File: src/rtl/conv_tr_pkg.sv
// Shared state encoding and sizing helpers for the streaming transposed convolution.
package conv_tr_pkg;

  typedef enum logic [1:0] {S_IN, S_MAC, S_DRAIN} state_e;

  function automatic int out_size(input int inSize, input int k, input int stride);
    return (inSize - 1) * stride + k;
  endfunction

  function automatic int acc_width(input int dataW, input int cin, input int k);
    return 2 * dataW + $clog2(cin * k * k) + 1;
  endfunction

endpackage

File: src/rtl/conv_tr_mac.sv
// Combinational signed multiply-accumulate, kept separate so it maps cleanly onto a DSP slice.
module conv_tr_mac
  import conv_tr_pkg::*;
#(
  parameter int DATA_W = 16,
  parameter int ACC_W  = acc_width(16, 2, 3)
) (
  input  logic signed [DATA_W-1:0] pixel_i,
  input  logic signed [DATA_W-1:0] weight_i,
  input  logic signed [ACC_W-1:0]  acc_i,
  output logic signed [ACC_W-1:0]  acc_o
);

  logic signed [2*DATA_W-1:0] product;

  assign product = pixel_i * weight_i;
  assign acc_o   = acc_i + ACC_W'(product);

endmodule

File: src/rtl/conv_transposed_2d_stream.sv
// Streaming transposed 2D convolution for one output channel: scatter-accumulate each input
// pixel into an OUT x OUT accumulator one tap per cycle, then drain with ready/valid.
module conv_transposed_2d_stream
  import conv_tr_pkg::*;
#(
  parameter int DATA_W   = 16,
  parameter int IN_SIZE  = 4,
  parameter int K        = 3,
  parameter int STRIDE   = 1,
  parameter int CIN      = 2,
  parameter int OUT_SIZE = out_size(IN_SIZE, K, STRIDE),
  parameter int ACC_W    = acc_width(DATA_W, CIN, K)
) (
  input  logic                             clk,
  input  logic                             rst,
  input  logic                             w_valid,
  output logic                             w_ready,
  input  logic [$clog2(CIN*K*K+1)-1:0]     w_addr,
  input  logic signed [DATA_W-1:0]         w_data,
  input  logic                             in_valid,
  output logic                             in_ready,
  input  logic signed [DATA_W-1:0]         in_data,
  output logic                             out_valid,
  input  logic                             out_ready,
  output logic signed [ACC_W-1:0]          out_data,
  output logic                             out_last,
  output logic                             busy
);

  localparam int NTAPS = CIN * K * K;
  localparam int NPIX  = OUT_SIZE * OUT_SIZE;
  localparam int WAW   = $clog2(NTAPS + 1);
  localparam int WIW   = (NTAPS > 1) ? $clog2(NTAPS) : 1;
  localparam int AIW   = (NPIX > 1) ? $clog2(NPIX) : 1;
  localparam int CW    = $clog2(CIN + 1);
  localparam int PW    = $clog2(IN_SIZE + 1);
  localparam int KW    = $clog2(K + 1);

  state_e state_q, state_d;

  logic signed [ACC_W-1:0]  acc_q [NPIX];
  logic signed [DATA_W-1:0] weight_q [NTAPS];
  logic signed [DATA_W-1:0] bias_q;
  logic signed [DATA_W-1:0] pixel_q;
  logic [CW-1:0]            cCnt_q, cPix_q;
  logic [PW-1:0]            yCnt_q, xCnt_q, yPix_q, xPix_q;
  logic                     lastPix_q;
  logic [KW-1:0]            ky_q, kx_q;
  logic [AIW-1:0]           drainIdx_q;

  logic [AIW-1:0]           macIdx;
  logic [WIW-1:0]           tapIdx;
  logic signed [ACC_W-1:0]  macSum;
  logic                     frameIdle, inFire, outFire, wFire, lastTap, lastOut;

  assign frameIdle = (cCnt_q == '0) && (yCnt_q == '0) && (xCnt_q == '0);
  assign in_ready  = (state_q == S_IN);
  assign w_ready   = (state_q == S_IN) && frameIdle;
  assign busy      = !frameIdle || (state_q != S_IN);
  assign out_valid = (state_q == S_DRAIN);
  assign lastOut   = (drainIdx_q == AIW'(NPIX - 1));
  assign out_last  = out_valid && lastOut;
  assign out_data  = out_valid ? (acc_q[drainIdx_q] + ACC_W'(bias_q)) : '0;

  assign inFire  = in_valid && in_ready;
  assign outFire = out_valid && out_ready;
  assign wFire   = w_valid && w_ready;
  assign lastTap = (ky_q == KW'(K - 1)) && (kx_q == KW'(K - 1));

  // Target output cell and weight for the current tap of the latched pixel.
  assign macIdx = AIW'((int'(yPix_q) * STRIDE + int'(ky_q)) * OUT_SIZE
                       + int'(xPix_q) * STRIDE + int'(kx_q));
  assign tapIdx = WIW'((int'(cPix_q) * K + int'(ky_q)) * K + int'(kx_q));

  conv_tr_mac #(.DATA_W(DATA_W), .ACC_W(ACC_W)) uMac (
    .pixel_i  (pixel_q),
    .weight_i (weight_q[tapIdx]),
    .acc_i    (acc_q[macIdx]),
    .acc_o    (macSum)
  );

  always_ff @(posedge clk) begin
    if (rst) state_q <= S_IN;
    else     state_q <= state_d;
  end

  always_comb begin
    state_d = state_q;
    unique case (state_q)
      S_IN:    if (in_valid) state_d = S_MAC;
      S_MAC:   if (lastTap) state_d = lastPix_q ? S_DRAIN : S_IN;
      S_DRAIN: if (out_ready && lastOut) state_d = S_IN;
      default: state_d = S_IN;
    endcase
  end

  always_ff @(posedge clk) begin
    if (rst) begin
      for (int i = 0; i < NPIX; i++) acc_q[i] <= '0;
      for (int i = 0; i < NTAPS; i++) weight_q[i] <= '0;
      bias_q     <= '0;
      pixel_q    <= '0;
      cCnt_q     <= '0;
      yCnt_q     <= '0;
      xCnt_q     <= '0;
      cPix_q     <= '0;
      yPix_q     <= '0;
      xPix_q     <= '0;
      lastPix_q  <= 1'b0;
      ky_q       <= '0;
      kx_q       <= '0;
      drainIdx_q <= '0;
    end else begin
      if (wFire) begin
        if (w_addr < WAW'(NTAPS))       weight_q[w_addr[WIW-1:0]] <= w_data;
        else if (w_addr == WAW'(NTAPS)) bias_q <= w_data;
      end

      // Counters always point at the next pixel expected; they wrap to zero after the frame.
      if (inFire) begin
        pixel_q   <= in_data;
        cPix_q    <= cCnt_q;
        yPix_q    <= yCnt_q;
        xPix_q    <= xCnt_q;
        lastPix_q <= (cCnt_q == CW'(CIN - 1)) && (yCnt_q == PW'(IN_SIZE - 1))
                     && (xCnt_q == PW'(IN_SIZE - 1));
        if (xCnt_q == PW'(IN_SIZE - 1)) begin
          xCnt_q <= '0;
          if (yCnt_q == PW'(IN_SIZE - 1)) begin
            yCnt_q <= '0;
            cCnt_q <= (cCnt_q == CW'(CIN - 1)) ? '0 : cCnt_q + CW'(1);
          end else begin
            yCnt_q <= yCnt_q + PW'(1);
          end
        end else begin
          xCnt_q <= xCnt_q + PW'(1);
        end
      end

      if (state_q == S_MAC) begin
        acc_q[macIdx] <= macSum;
        if (kx_q == KW'(K - 1)) begin
          kx_q <= '0;
          ky_q <= lastTap ? '0 : ky_q + KW'(1);
        end else begin
          kx_q <= kx_q + KW'(1);
        end
      end

      // Draining also clears each cell so the next frame starts from zero.
      if (outFire) begin
        acc_q[drainIdx_q] <= '0;
        drainIdx_q        <= lastOut ? '0 : drainIdx_q + AIW'(1);
      end
    end
  end

endmodule

File: config.mk
export PLATFORM = sky130hd
export DESIGN_NAME = conv_transposed_2d_stream
export DESIGN_NICKNAME = d
export VERILOG_FILES = /design/src/rtl/conv_tr_pkg.sv /design/src/rtl/conv_tr_mac.sv /design/src/rtl/conv_transposed_2d_stream.sv
export SDC_FILE = /design/constraint.sdc
export NUM_CORES = 2
export LEC_CHECK = 0
export BUFFER_PORTS_ARGS = -buffer_cell sky130_fd_sc_hd__buf_2
export CORE_ASPECT_RATIO = 0.75
export CORE_UTILIZATION = 50
export DETAILED_ROUTE_END_ITERATION = 10
export PLACE_DENSITY_LB_ADDON = 0.08
export SYNTH_ARGS = -nofsm -noshare
export SYNTH_HDL_FRONTEND = slang
export SYNTH_SLANG_ARGS = --single-unit
File: constraint.sdc
create_clock -name clk -period 15.2 [get_ports clk]
set_input_delay 4.56 -clock clk [delete_from_list [all_inputs] [get_ports clk]]
set_output_delay 4.56 -clock clk [all_outputs]
set_load 0.05 [all_outputs]
# After elaboration in Yosys (flattened, before gate mapping)
# Memories as Yosys holds them, arrays and structs flattened. A register that Yosys moved wholly into a read port is not among the register bits.
# Index checks and enable logic that the tools add are counted.
[word_totals]
n_memories = 2
out_inout_bits = 43
register_bits = 61
input_bits = 42
mem_bits_rw = 1656
[mem_list]
columns = ["name", "depth", "width", "read_ports", "rd_ports_with_merged_regs", "wr", "line_no", "text"]
rows = [
  ["acc_q", 36, 38, 2, 1, 36, "conv_transposed_2d_stream.sv:41", "logic signed [ACC_W-1:0] acc_q [NPIX];"],
  ["weight_q", 18, 16, 1, 0, 18, "conv_transposed_2d_stream.sv:42", "logic signed [DATA_W-1:0] weight_q [NTAPS];"],
]
[classes]
n_lt_le_gt_ge = 1
n_mux = 35
n_eq_ne = 12
n_bitwise = 1
n_addsub = 13
n_mul = 4
reduce_logical = 26
[op_table]
columns = ["op", "count"]
rows = [
  ["$mux W38", 3],
  ["$reduce_or A38 Y1", 2],
  ["$add A38 B32 Y38", 1],
  ["$add A38 B38 Y38", 1],
  ["$mul A16 B16 Y32", 1],
  ["$mux W6", 5],
  ["$mux W16", 1],
  ["$reduce_or A16 Y1", 1],
  ["$mux W1", 15],
  ["$mux W2", 7],
  ["$logic_and A1 B1 Y1", 11],
  ["$reduce_and A3 Y1", 3],
  ["$add A2 B1 Y2 const B", 3],
  ["$add A3 B1 Y3 const B", 2],
  ["$add A6 B1 Y6 const B", 1],
  ["$add A6 B2 Y6", 1],
  ["$add A6 B3 Y6", 1],
  ["$eq A2 B2 Y1 const B", 3],
  ["$eq A3 B2 Y1 const B", 2],
  ["$eq A6 B6 Y1 const B", 1],
  ["$logic_not A3 Y1", 2],
  ["$mux W3", 2],
  ["$pmux W2 S3", 1],
  ["$add A4 B2 Y5", 1],
  ["17 further kinds", 21],
]

# Depth between registers and ports, before layout
[depth]
word_depth = 10
ltp_mapped = 38

# Modules after synthesis
# Synthesis repeated with hierarchy kept, for this count alone.
[unflattened]
hier_cells = 9480
area_unflattened_um2 = 156511.4
[modules_own_cells]
columns = ["module", "cells_each", "area_each_um2", "n_inst", "seq_area_each_um2"]
rows = [
  ["conv_transposed_2d_stream", 8148, 144372.2, 1, 89746.1],
  ["conv_tr_mac", 1332, 12139.1, 1, 0.0],
]

# Least setup slack after synthesis
# OpenSTA, ideal clock, no wires.
[synth_timing]
path_kind = "register to register"
from = "reg ky_q[1]"
to = "mem acc_q[36][36] (netlist name), data pin"
stages_incl_launch_ff = 37
required_time_ns = 14.785
setup_slack_ns = 3.650
period_less_slack_ns = 11.550
path_buffers = 4
t_arrival_ns = 11.134
setup_time_ns = 0.415
cell_sequence = "dfxtp_1 > fa_1 > ha_1 > inv_1 > fa_1 > inv_1 > ha_1 > fa_1 > buf_1 > clkbuf_1 > mux4_2 > mux2i_1 > clkbuf_1 > nand2b_1 > fa_1 > inv_1 > fa_1 > inv_1 > fa_1 > inv_1 > fa_1 > fa_1 > inv_1 > fa_1 > inv_1 > ha_1 > a21o_1 > a21o_1 > a21oi_1 > o21bai_1 > a21oi_1 > nor2b_1 > a221oi_1 > o21ai_0 > a21boi_1 > clkbuf_1 > nor3_1"
[synth_lines]
columns = ["element", "line_no", "text"]
rows = [
  ["start, declared", "conv_transposed_2d_stream.sv:48", "logic [KW-1:0] ky_q, kx_q;"],
  ["start signal, assigned", "conv_transposed_2d_stream.sv:144", "ky_q <= lastTap ? '0 : ky_q + KW'(1);"],
  ["end, declared", "conv_transposed_2d_stream.sv:41", ""],
]

==> impl_metrics.tcl <==
set metrics [dict create \
    grt-ovfl-total 0 \
    worst_path_max_delay_cell "fa_2" \
    ctsHoldBuffers 0 \
    htree_levels 5 \
    first_global_vias 94191 \
    synth_top_area_frac 0.567 \
    synth_edf_count 2944 \
    cts_buffers 313 \
    cp.arrival_ps 13220 \
    async_flop_share 0 \
    rsz0062_at_grt "no" \
    coreArea_um2 310000 \
    synth_ff_type "edfxtp_1" \
    setup_tns_ps 0 \
    power_density_nw_per_um2 178 \
    status "completed" \
    post-synth-top-count-cell "edfxtp_1" \
    seq_area_frac_synth 0.575 \
    relSlewSlack 0.0547 \
    final_util 0.556 \
    cts_tree "yes" \
    period_needed_ps 12630 \
    finalSetupViolCount 0 \
    wl_per_cell_um 37.7 \
    fp-row-count 177 \
    first_iter_violations 14181 \
    grt_pass1_wl_um 733000 \
    cp_slowest_stage_delay_ps 1050 \
    place_congestion 0.881 \
    p_leak_nw 59.1 \
    yosys_warnings 0 \
    fin_crit_sh 0.831 \
    max_freq_mhz 79.2 \
    clkTransAtPathRegs_ps 60 \
    layout-drive-gt1-share 0.276 \
    ioPinCount 85 \
    wl_um 527000 \
    antenna_found_initial 39 \
    synth.distinct_cells 72 \
    irDropWorstVdd_mv 0.709 \
    viasPerCell 6.76 \
    tightestPinTransition_ps 1410 \
    initial_core_util 0.503 \
    post_cts_resized 0 \
    drc 0 \
    crit_fanout 37 \
    hp-class "flip-flop to flip-flop" \
    ant_nets 0 \
    clockRootBuffer "clkbuf_16" \
    ys_ff_latch 3011 \
    required_ps 15790 \
    grt_usage 0.337 \
    synthCells 9406 \
    synthTopCellsByCount "2,944 x edfxtp_1, 1,722 x mux4_2, 1,710 x nor2_1" \
    grt_start_max_net_pins 118 \
    nets 10102 \
    fin_ws_ps 2570 \
    hpwl_um 321000 \
    clock_latency_ps 930 \
    yosysTopAreaCell "edfxtp_1" \
    cts.path.max_buffers 4 \
    fillers 24179 \
    avgSynthCellArea_um2 16.6 \
    critical_path_class "flip-flop to flip-flop" \
    drt_pass1_iterations 7 \
    vias 94397 \
    clock_sinks 3011 \
    dp_slack_ps 2560 \
    cp-start-kind "flip-flop" \
    total_power_mw 30.7 \
    die_w_um 647 \
    slew_viol_final 0 \
    cp-end-kind "flip-flop" \
    design.die.area_um2 314000 \
    post_cts_buffers 0 \
    finalHoldViolCount 0 \
    area_growth_pct 10.6 \
    synth_area_leaders "edfxtp_1 57%, mux4_2 25%, fa_1 4.3%, nor2_1 4.1%, ha_1 1.4%" \
    die_y_um 486 \
    max_cap_viol_count 0 \
    cpMostUsedCell "fa_1" \
    io_buffers 84 \
    fin_skew_ps 70.1 \
    syn_area_um2 156000 \
]
==> routing by layer <==
layer | vias up | wire (µm) | track usage
met5 | - | 371 | 0.0256
met4 | 32 | 25100 | 0.140
met3 | 1083 | 70500 | 0.0992
met2 | 6370 | 230000 | 0.485
met1 | 50376 | 202000 | 0.482
li1 | 36536 | - | -
==> kinds of logic after synthesis <==
logic type                 after synthesis  synth area share
xor gates and xnor gates                80           0.00473
adders and majority gates              502            0.0562
other                                    1         0.0000240
AOI/OAI and AO/OA                      296            0.0118
muxes                                 1806             0.255
and+or+nand+nor                       2519            0.0680
buffers and inverters                 1191            0.0293
DFF                                   3011             0.575
==> stage by stage <==
step,cells,hold WS [ps],cell area [µm²]
5_1_grt,13962,496,172000
4_1_cts,13919,467,172000
6_report,13968,464,173000
2_1_floorplan,9629,436,157000
3_5_place_dp,13360,457,163000
3_3_place_gp,13360,450,163000
==> layout by cell type (no fill, tap or decap), drive strengths merged, types with 22 or more instances in the layout <==
cell type	n
ha	170
xor2	32
xnor2	47
and2	91
diode	49
a21oi	96
edfxtp	2944
inv	456
a211oi	24
nand2b	115
clkinv	129
nor2b	133
nor2	1720
buf	361
o21ai	64
nand2	331
mux2i	59
nor3	53
clkbuf	389
a21o	33
dfxtp	67
fa	332
mux2	22
conb	224
mux4	1725
==> where the power goes <==
group / total (mW) / internal, mW / switching, mW
registers: 12.2 / 12.1 / 0.109
logic: 11.0 / 2.26 / 8.72
clock network: 7.56 / 4.24 / 3.32
total: 30.7 / 18.6 / 12.1
==> sequential cells by signal, summed over array words and instances (netlist names), 2 cells and up, named ones only <==
| register | cells |
|---|---|
| acc_q | 2432 |
| pixel_q | 16 |
| state_q | 2 |
| yCnt_q | 3 |
| ky_q | 2 |
| weight_q | 512 |
| xCnt_q | 3 |
| kx_q | 2 |
| xPix_q | 3 |
| cPix_q | 2 |
| cCnt_q | 2 |
| drainIdx_q | 6 |
| bias_q | 16 |
| yPix_q | 3 |
==> final timing paths <==
path	start	endpoint	slack, ps	cells after the start
max	ky_q[1]	acc_q[41][36]	2570	32
min	yPix_q[0]	yPix_q[0]	460	2
max reg2reg	ky_q[1]	acc_q[41][36]	2570	32
min reg2reg	yPix_q[0]	yPix_q[0]	460	2
==> layout make-up <==
| class | instances | area, µm² | share of cell area |
|---|---|---|---|
| inverters | 444 | 1670 | 0.00966 |
| multi-input cells | 5427 | 63300 | 0.367 |
| diodes | 49 | 123 | 0.000711 |
| well taps | 4117 | 5150 | 0.0299 |
| clock buffers | 389 | 8340 | 0.0483 |
| repair buffers | 361 | 2800 | 0.0162 |
| clock inverters | 170 | 1380 | 0.00797 |
| flip-flops and latches | 3011 | 89800 | 0.520 |
==> worst max-delay path, delay by kind of cell (launching register included) <==
kind / cells / cell delay [ps]
adders and majority gates: 12 / 5780
AOI/OAI and AO/OA: 6 / 2620
muxes: 2 / 1490
buffers and inverters: 7 / 1040
and+or+nand+nor: 5 / 840
DFF: 1 / 480
Note: power is estimated with default switching activity, not from simulation.
